### src/rtl/dice_roll_sequencer.sv
// Dice-roll turn sequencer: arms on a clear tray, confirms a colour,
// issues one roll pulse per turn and alternates players.
module dice_roll_sequencer #(
    parameter int CLEAR_CYCLES   = 1_000_000,
    parameter int CONFIRM_COUNT  = 3,
    parameter int TIMEOUT_CYCLES = 500_000_000
) (
    input  logic       clk,
    input  logic       reset,
    input  logic       start_btn,
    input  logic       result_ready,
    input  logic [1:0] stable_color,
    input  logic       white_stable,
    input  logic       turn_done,
    input  logic       winner_valid,
    output logic       roll_valid,
    output logic [1:0] roll_value,
    output logic       turn,
    output logic       armed,
    output logic       timeout_pulse,
    output logic [2:0] seq_state
);

    localparam int CW = (CLEAR_CYCLES > 1) ? $clog2(CLEAR_CYCLES) : 1;
    localparam int TW = (TIMEOUT_CYCLES > 1) ? $clog2(TIMEOUT_CYCLES) : 1;

    localparam logic [CW-1:0] CLR_LAST = CW'(CLEAR_CYCLES - 1);
    localparam logic [TW-1:0] TO_LAST  = TW'(TIMEOUT_CYCLES - 1);
    localparam logic [4:0]    CNF_TGT  = 5'(CONFIRM_COUNT);

    typedef enum logic [2:0] {
        IDLE       = 3'd0,
        WAIT_CLEAR = 3'd1,
        ARMED      = 3'd2,
        CONFIRM    = 3'd3,
        ISSUE      = 3'd4,
        WAIT_DONE  = 3'd5,
        GAME_OVER  = 3'd6
    } state_t;

    state_t        state;
    logic [CW-1:0] clr_cnt;
    logic [TW-1:0] to_cnt;
    logic [3:0]    cnf_cnt;
    logic [1:0]    candidate;
    logic [4:0]    cnf_inc;

    // One more matching sample, widened so the target compare cannot wrap
    assign cnf_inc   = {1'b0, cnf_cnt} + 5'd1;
    assign seq_state = state;

    // Turn FSM with counters and registered outputs
    always_ff @(posedge clk) begin
        if (reset) begin
            state         <= IDLE;
            clr_cnt       <= '0;
            to_cnt        <= '0;
            cnf_cnt       <= '0;
            candidate     <= '0;
            roll_valid    <= 1'b0;
            roll_value    <= '0;
            turn          <= 1'b0;
            armed         <= 1'b0;
            timeout_pulse <= 1'b0;
        end else begin
            roll_valid    <= 1'b0;
            timeout_pulse <= 1'b0;
            if (winner_valid && state != IDLE && state != GAME_OVER) begin
                // A winner beats any turn_done or pending roll this cycle
                state <= GAME_OVER;
                armed <= 1'b0;
            end else begin
                case (state)
                    IDLE: begin
                        if (start_btn) begin
                            state   <= WAIT_CLEAR;
                            turn    <= 1'b0;
                            clr_cnt <= '0;
                        end
                    end
                    WAIT_CLEAR: begin
                        if (!white_stable) begin
                            clr_cnt <= '0;
                        end else if (clr_cnt == CLR_LAST) begin
                            state   <= ARMED;
                            armed   <= 1'b1;
                            to_cnt  <= '0;
                            cnf_cnt <= '0;
                        end else if (clr_cnt != '1) begin
                            clr_cnt <= clr_cnt + CW'(1);
                        end
                    end
                    ARMED, CONFIRM: begin
                        if (to_cnt != '1)
                            to_cnt <= to_cnt + TW'(1);
                        if (to_cnt == TO_LAST) begin
                            // Abandon the roll; the same player tries again
                            state         <= WAIT_CLEAR;
                            armed         <= 1'b0;
                            timeout_pulse <= 1'b1;
                            clr_cnt       <= '0;
                            cnf_cnt       <= '0;
                        end else if (result_ready) begin
                            if (white_stable) begin
                                if (state == CONFIRM) begin
                                    cnf_cnt <= '0;
                                    state   <= ARMED;
                                end
                            end else if (state == ARMED) begin
                                candidate <= stable_color;
                                cnf_cnt   <= 4'd1;
                                if (CONFIRM_COUNT == 1) begin
                                    state      <= ISSUE;
                                    armed      <= 1'b0;
                                    roll_valid <= 1'b1;
                                    roll_value <= stable_color;
                                end else begin
                                    state <= CONFIRM;
                                end
                            end else if (stable_color == candidate) begin
                                cnf_cnt <= cnf_inc[3:0];
                                if (cnf_inc >= CNF_TGT) begin
                                    state      <= ISSUE;
                                    armed      <= 1'b0;
                                    roll_valid <= 1'b1;
                                    roll_value <= candidate;
                                end
                            end else begin
                                // Colour changed: restart confirmation on it
                                candidate <= stable_color;
                                cnf_cnt   <= 4'd1;
                            end
                        end
                    end
                    ISSUE: begin
                        state <= WAIT_DONE;
                    end
                    WAIT_DONE: begin
                        if (turn_done) begin
                            turn    <= ~turn;
                            state   <= WAIT_CLEAR;
                            clr_cnt <= '0;
                        end
                    end
                    GAME_OVER: begin
                        if (start_btn && !winner_valid) begin
                            state   <= WAIT_CLEAR;
                            turn    <= 1'b0;
                            clr_cnt <= '0;
                        end
                    end
                    default: begin
                        state <= IDLE;
                        armed <= 1'b0;
                    end
                endcase
            end
        end
    end

endmodule
### config.mk
export PLATFORM = sky130hd
export DESIGN_NAME = dice_roll_sequencer
export DESIGN_NICKNAME = d
export VERILOG_FILES = /design/src/rtl/dice_roll_sequencer.sv
export SDC_FILE = /design/constraint.sdc
export NUM_CORES = 1
export LEC_CHECK = 0
export ABC_AREA = 1
export CAP_MARGIN = 40
export CORE_AREA = 8 8 103 105
export DETAILED_ROUTE_END_ITERATION = 8
export DIE_AREA = 0 0 111 113
export PLACE_DENSITY = 0.66
export REMOVE_ABC_BUFFERS = 1
export SYNTH_ARGS = -nofsm -noshare
export SYNTH_HDL_FRONTEND = slang
export SYNTH_SLANG_ARGS = --single-unit
export TNS_END_PERCENT = 10
### constraint.sdc
create_clock -name clk -period 3.7 [get_ports clk]
set_input_delay 0.74 -clock clk [delete_from_list [all_inputs] [get_ports clk]]
set_output_delay 0.74 -clock clk [all_outputs]
set_load 0.05 [all_outputs]
==> results of run 1 <==
[Yosys cell counts]
| master | instances |
|---|---|
| a21o_1 | 1 |
| a21oi_1 | 45 |
| a21oi_2 | 3 |
| buf_2 | 7 |
| buf_4 | 2 |
| buf_6 | 2 |
| clkbuf_1 | 7 |
| clkinv_1 | 2 |
| dfxtp_1 | 64 |
| ha_1 | 4 |
| inv_1 | 83 |
| inv_2 | 4 |
| inv_6 | 1 |
| nand2_1 | 188 |
| nand2_2 | 3 |
| nand2_4 | 4 |
| nand3_1 | 49 |
| nand3_2 | 2 |
| nand3b_1 | 3 |
| nand4_1 | 21 |
| nor2_1 | 94 |
| nor2_2 | 6 |
| nor2_4 | 3 |
| nor3_1 | 43 |
| nor3_2 | 2 |
| nor3b_1 | 2 |
| nor4_1 | 5 |
| o211a_1 | 1 |
| o211ai_1 | 1 |
| o21ai_0 | 20 |
| o21ai_1 | 3 |
| o21ai_2 | 4 |
| o31ai_1 | 1 |
| or2_2 | 1 |
| xnor2_1 | 8 |
| xor2_1 | 17 |
[final cells by class]
class                           instances  share of cell area [%]
Multi-Input combinational cell        534                   54.55
Sequential cell                        64                   26.84
Inverter                               90                   7.182
Timing Repair Buffer                   21                   4.194
Clock buffer                           11                   3.172
Tap cell                              111                   2.910
Clock inverter                          5                   1.153
[final timing paths]
check / start / cells after the start / to
setup reg to reg: to_cnt[0] / 11 / to_cnt[12]
hold / removal: cnf_cnt[3] / 2 / cnf_cnt[3]
hold reg to reg: cnf_cnt[3] / 2 / cnf_cnt[3]
setup / recovery: white_stable / 8 / clr_cnt[4]
[registers in the layout, summed over array words and instances, names as in the netlist]
register / flops
turn: 1
candidate: 2
roll_valid: 1
clr_cnt: 20
to_cnt: 29
roll_value: 2
cnf_cnt: 4
seq_state: 3
timeout_pulse: 1
armed: 1
[power by group]
part	leakage [nW]	switching [mW]	internal (mW)
Clock	0.101	0.296	0.346
Sequential	0.517	0.0660	0.741
Combinational	1.15	0.622	0.237
Total	1.76	0.985	1.32
[per-stage QoR]
| step | power, mW | cell area [um^2] |
|---|---|---|
| after floorplan | 1.428 | 4228 |
| after global placement | 1.662 | 4567 |
| after detailed placement | 1.678 | 4567 |
| after CTS | 2.320 | 4773 |
| after global routing | 2.468 | 4773 |
| final | 2.308 | 4773 |
[logic make-up after synthesis]
logic type               count (synthesis)  synth area share (%)
adder cells (fa/ha/maj)                  4                 1.157
AO/OA/AOI/OAI                           79                 10.04
buffers and inverters                  108                 10.21
AND/OR/NAND/NOR                        426                 43.93
flip-flops                              64                 29.61
XOR/XNOR                                25                 5.061
[per-layer routing]
metal / track usage, % / vias to the layer above
li1: - / 2300
met1: 21.75 / 2079
met2: 31.24 / 125
met3: 3.651 / 27
met4: 7.928 / 0
met5: 0 / -
[worst max-delay path, delay by kind of cell]
family | cells | cell delay, ns
AOI/OAI and AO/OA | 1 | 0.19
buffers and inverters | 3 | 1.15
and+or+nand+nor | 4 | 0.70
[placed cells by master (no fill, tap or decap), drive strengths merged, types with 3 or more instances in the layout]
master / Yosys / routed
a21oi: 48 / 48
buf: 11 / 4
clkbuf: 7 / 11
clkdlybuf4s50: 0 / 17
clkinv: 2 / 4
dfxtp: 64 / 64
ha: 4 / 4
inv: 88 / 88
nand2: 195 / 195
nand3: 51 / 51
nand3b: 3 / 3
nand4: 21 / 21
nor2: 103 / 103
nor3: 45 / 45
nor4: 5 / 5
o21ai: 27 / 27
xnor2: 8 / 8
xor2: 17 / 17
==> metrics.csv, run 1 <==
metric;value;unit
LEAKAGE;1.764;nW
HPWL Detailed;8552;um
CTS clk-pin slew, worst paths;0.08;ns
slowest CP cell;clkdlybuf4s50_1;
wirelength, routed;11440;um
Tmin final;2.539;ns
Peak supply drop;232.9;uV
I/O pin cnt;18;
RSZ-0062 raised after global routing;false;
final hold vios;0;
cts hold-fix bufs;0;
FMAX;393.9;MHz
multi-input logic area;2604;um^2
status;finished clean;
per-cell routed wire length;13.69;um
clock tree buffer depth;2;
synthesized instance count;706;
register-to-register setup slack;1.23;ns
core area;8977;um^2
Filler cells;944;
Layout Cells excl Fill;836;
root buffer cell;clkbuf_8;
final setup vio count;0;
Reg area;1281;um^2
critical path, cell by cell;clkdlybuf4s50_1 > clkinv_1 > nor2_1 > nand2_1 > nand2_4 > inv_6 > o21ai_0 > nor2_1;
mean post-synth cell area;6.128;um^2
nets;733;
WP data required;3.94;ns
first-pass GRT wire length;19550;um
MaxCap Viol Count;0;
setup TNS;0;ns
top cell type's share of synthesized area;29.61;%
Clock Skew;0.008005;ns
Initial Utilization;48.20;%
PwrDens;483.6;nW/um^2
crit start category;input port;
TritonCTS clock tree;built;
Setup WS pre-CTS;0.8100;ns
max-slew violations;0;
peak fanout along the critical path;21;
Ys Warns;0;
worst stage delay on the critical path;0.66;ns
die width;111;um
Setup crit end kind;register;
GRT Total Usage;18.29;%
met3 wire len;604;um
dpl cells;820;
initial antenna violation count;0;
DRC viols;0;
initial drt markers;227;
number of synthesized register bits;64;
crit path setup slack, layout;1.161;ns
Clock Sinks;64;
Post-Route Hold Slack;0.4895;ns
Clk Latency, worst-skew pair;0.35;ns
cell row count;35;
top post-synthesis cells by area;dfxtp_1 (30%), nand2_1 (16%), nor2_1 (8.2%);
Met1 Routed Length;5096;um
Ant. Diodes;0;
highest routed layer;met4;
first drt pass iteration count;5;
Via-to-Cell Ratio;5.420;
Die Height;113;um
# Post-CTS Setup Buffers;0;
Netlist cell types;36;
worst-margin pin slew;0.5263;ns
Hold Path Class;reg -> reg;
critical path arrival;2.78;ns
share of post-route cells with drive strength above 1;7.310;%
GRT Residual Overflow;0;
Slew headroom;64.80;%
largest net degree at the start of global routing;32;
Mapped Area;4327;um^2
Area Growth Syn to Fin;10.32;%
CP dominant cell by count;nor2_1;
area leader, netlist;dfxtp_1;
H-tree Lvls;3;
post-route clock period utilization;68.62;%
Port-buffer cells;17;
CTS buffer count;9;
GP Congestion;0.9614;
vias in the first global route;4330;
met2 WL;5432;um
antenna viol nets, final;0;
sequential area share after synthesis;29.61;%
via count;4531;
type of the worst setup path;in -> reg;
Core Util, Final;53.17;%
CTS resizes;0;
full die area;12540;um^2
(Power assumes the default switching activity.)
==> run 2: changes to the inputs <==
==> constraint.sdc (replaced) <==
create_clock -name clk -period 2.5 [get_ports clk]
set_input_delay 0.5 -clock clk [delete_from_list [all_inputs] [get_ports clk]]
set_output_delay 0.5 -clock clk [all_outputs]
set_load 0.05 [all_outputs]
==> run 2 against run 1 <==
First-iteration DRC count down 6.6%; highest routed layer unchanged; critical path depth up 5; sequential power up 47%; final area up 2.6%; clock power up 71%; critical path type is now reg -> reg.
==> metrics.csv, run 2 (synthesized netlist as in run 1, its figures left out) <==
metric;value;unit
first drt pass iteration count;4;
GRT Total Usage;18.40;%
Reg2Reg Depth;13;
nets;746;
Tmin final;2.205;ns
Ant. Diodes;0;
most frequent cells in the layout;nand2_1 (188), nor2_1 (94), inv_1 (83), dfxtp_1 (64), nand3_1 (49);
# Post-CTS Setup Buffers;0;
Worst Setup EP;to_cnt[9];
Clk Latency, worst-skew pair;0.36;ns
cts hold-fix bufs;0;
full die area;12540;um^2
Reg-to-Reg Start;clr_cnt[0];
crit start category;register;
dpl cells;833;
GP Congestion;0.9538;
type of the worst setup path;reg -> reg;
commonest non-fill, non-tap cell in the layout;nand2_1;
Via-to-Cell Ratio;5.320;
vias in the first global route;4262;
cell row count;35;
PwrDens;741.6;nW/um^2
Layout Cells excl Fill;849;
Peak supply drop;273.9;uV
antenna viol nets, final;0;
Setup crit end kind;register;
I/O pin cnt;18;
CTS clk-pin slew, worst paths;0.08;ns
clock tree buffer depth;2;
Area Growth Syn to Fin;13.24;%
MaxCap Viol Count;0;
largest net degree at the start of global routing;31;
via count;4517;
Hold Path Class;reg -> reg;
RR Endpoint;to_cnt[9];
Core Util, Final;54.58;%
LEAKAGE;1.840;nW
Post-Route Hold Slack;0.4863;ns
max-slew violations;0;
root buffer cell;clkbuf_8;
FMAX;453.5;MHz
CTS resizes;0;
DRC viols;0;
peak fanout along the critical path;20;
per-cell routed wire length;13.45;um
share of post-route cells with drive strength above 1;8.808;%
Port-buffer cells;17;
wirelength, routed;11420;um
die width;111;um
register-to-register setup slack;0.30;ns
post-route clock period utilization;88.20;%
setup TNS;0;ns
Largest Register;to_cnt;
status;finished clean;
GRT Residual Overflow;0;
final hold vios;0;
Clock Skew;0.01406;ns
initial antenna violation count;0;
final setup vio count;0;
Die Height;113;um
Regs by FF count;to_cnt (29), clr_cnt (20), cnf_cnt (4);
Slew headroom;66.00;%
TritonCTS clock tree;built;
max reg flops;29;
CTS buffer count;9;
Clock Sinks;64;
Tot Pwr;3.634;mW
Critical path origin;clr_cnt[0];
RSZ-0062 raised after global routing;false;
initial drt markers;212;
worst-margin pin slew;0.5084;ns
H-tree Lvls;3;
critical path arrival;2.49;ns
WP data required;2.79;ns
first-pass GRT wire length;19510;um
HPWL Detailed;8735;um
Initial Utilization;48.20;%
core area;8977;um^2
==> run 2: per-layer routing <==
layer | vias to the layer above | track usage (%) | wire, um
met1 | 2039 | 21.65 | 5263
met5 | - | 0 | 0
met4 | 0 | 10.18 | 371
met3 | 29 | 2.751 | 471
li1 | 2328 | - | -
met2 | 121 | 31.44 | 5317
==> run 2: final cells by class <==
class	count	area (um^2)
tap	111	138.9
timing repair buffer	34	297.8
clock buffer	10	127.6
fill	914	4078
multi-input combinational	534	2604
clock inverter	6	107.6
inverter	90	342.8
sequential	64	1281
==> run 2: stage by stage <==
stage / cell area, um^2 / setup slack, ns
floorplan: 4228 / 0.1231
global placement: 4664 / 0.1711
detailed placement: 4664 / 0.1060
CTS: 4900 / 0.2872
global route: 4900 / 0.05387
finish: 4900 / 0.2951
==> run 2: how the worst min path moves through the flow <==
stage	end	slack (ns)	cells after the start	from
finish	candidate[0]	0.49	2	candidate[0]
global route	cnf_cnt[3]	0.52	2	cnf_cnt[3]
CTS	candidate[0]	0.49	2	candidate[0]
detailed placement	candidate[0]	0.48	2	candidate[0]
global placement	cnf_cnt[3]	0.47	2	cnf_cnt[3]
floorplan	cnf_cnt[3]	0.45	2	cnf_cnt[3]
==> run 2: worst max-delay path: stages, from the launching register on <==
cell and delay, ns:
dfxtp_1 0.38, ha_1 0.28, nand3_1 0.10, nor3_1 0.20, nand3_1 0.15, nand2_1 0.14
nand2_1 0.09, clkinv_1 0.07, nand2_2 0.07, inv_2 0.29, nand2_1 0.13, nand2_1 0.09
nand2_1 0.05, nor2_1 0.10
==> run 2: power by group <==
part	switching [mW]	internal, mW	total [mW]
logic	0.944	0.404	1.35
registers	0.0898	1.10	1.19
clock network	0.440	0.659	1.10
total	1.47	2.16	3.63
==> run 3: changes to the inputs <==
--- a/config.mk
+++ b/config.mk
@@ -10,6 +10,7 @@
 export CORE_AREA = 8 8 103 105
 export DETAILED_ROUTE_END_ITERATION = 8
 export DIE_AREA = 0 0 111 113
+export HOLD_SLACK_MARGIN = 0.06
 export PLACE_DENSITY = 0.66
 export REMOVE_ABC_BUFFERS = 1
 export SYNTH_ARGS = -nofsm -noshare
==> results of run 3 <==
No change in the layout: final DEF, timing and power equal those of run 2.
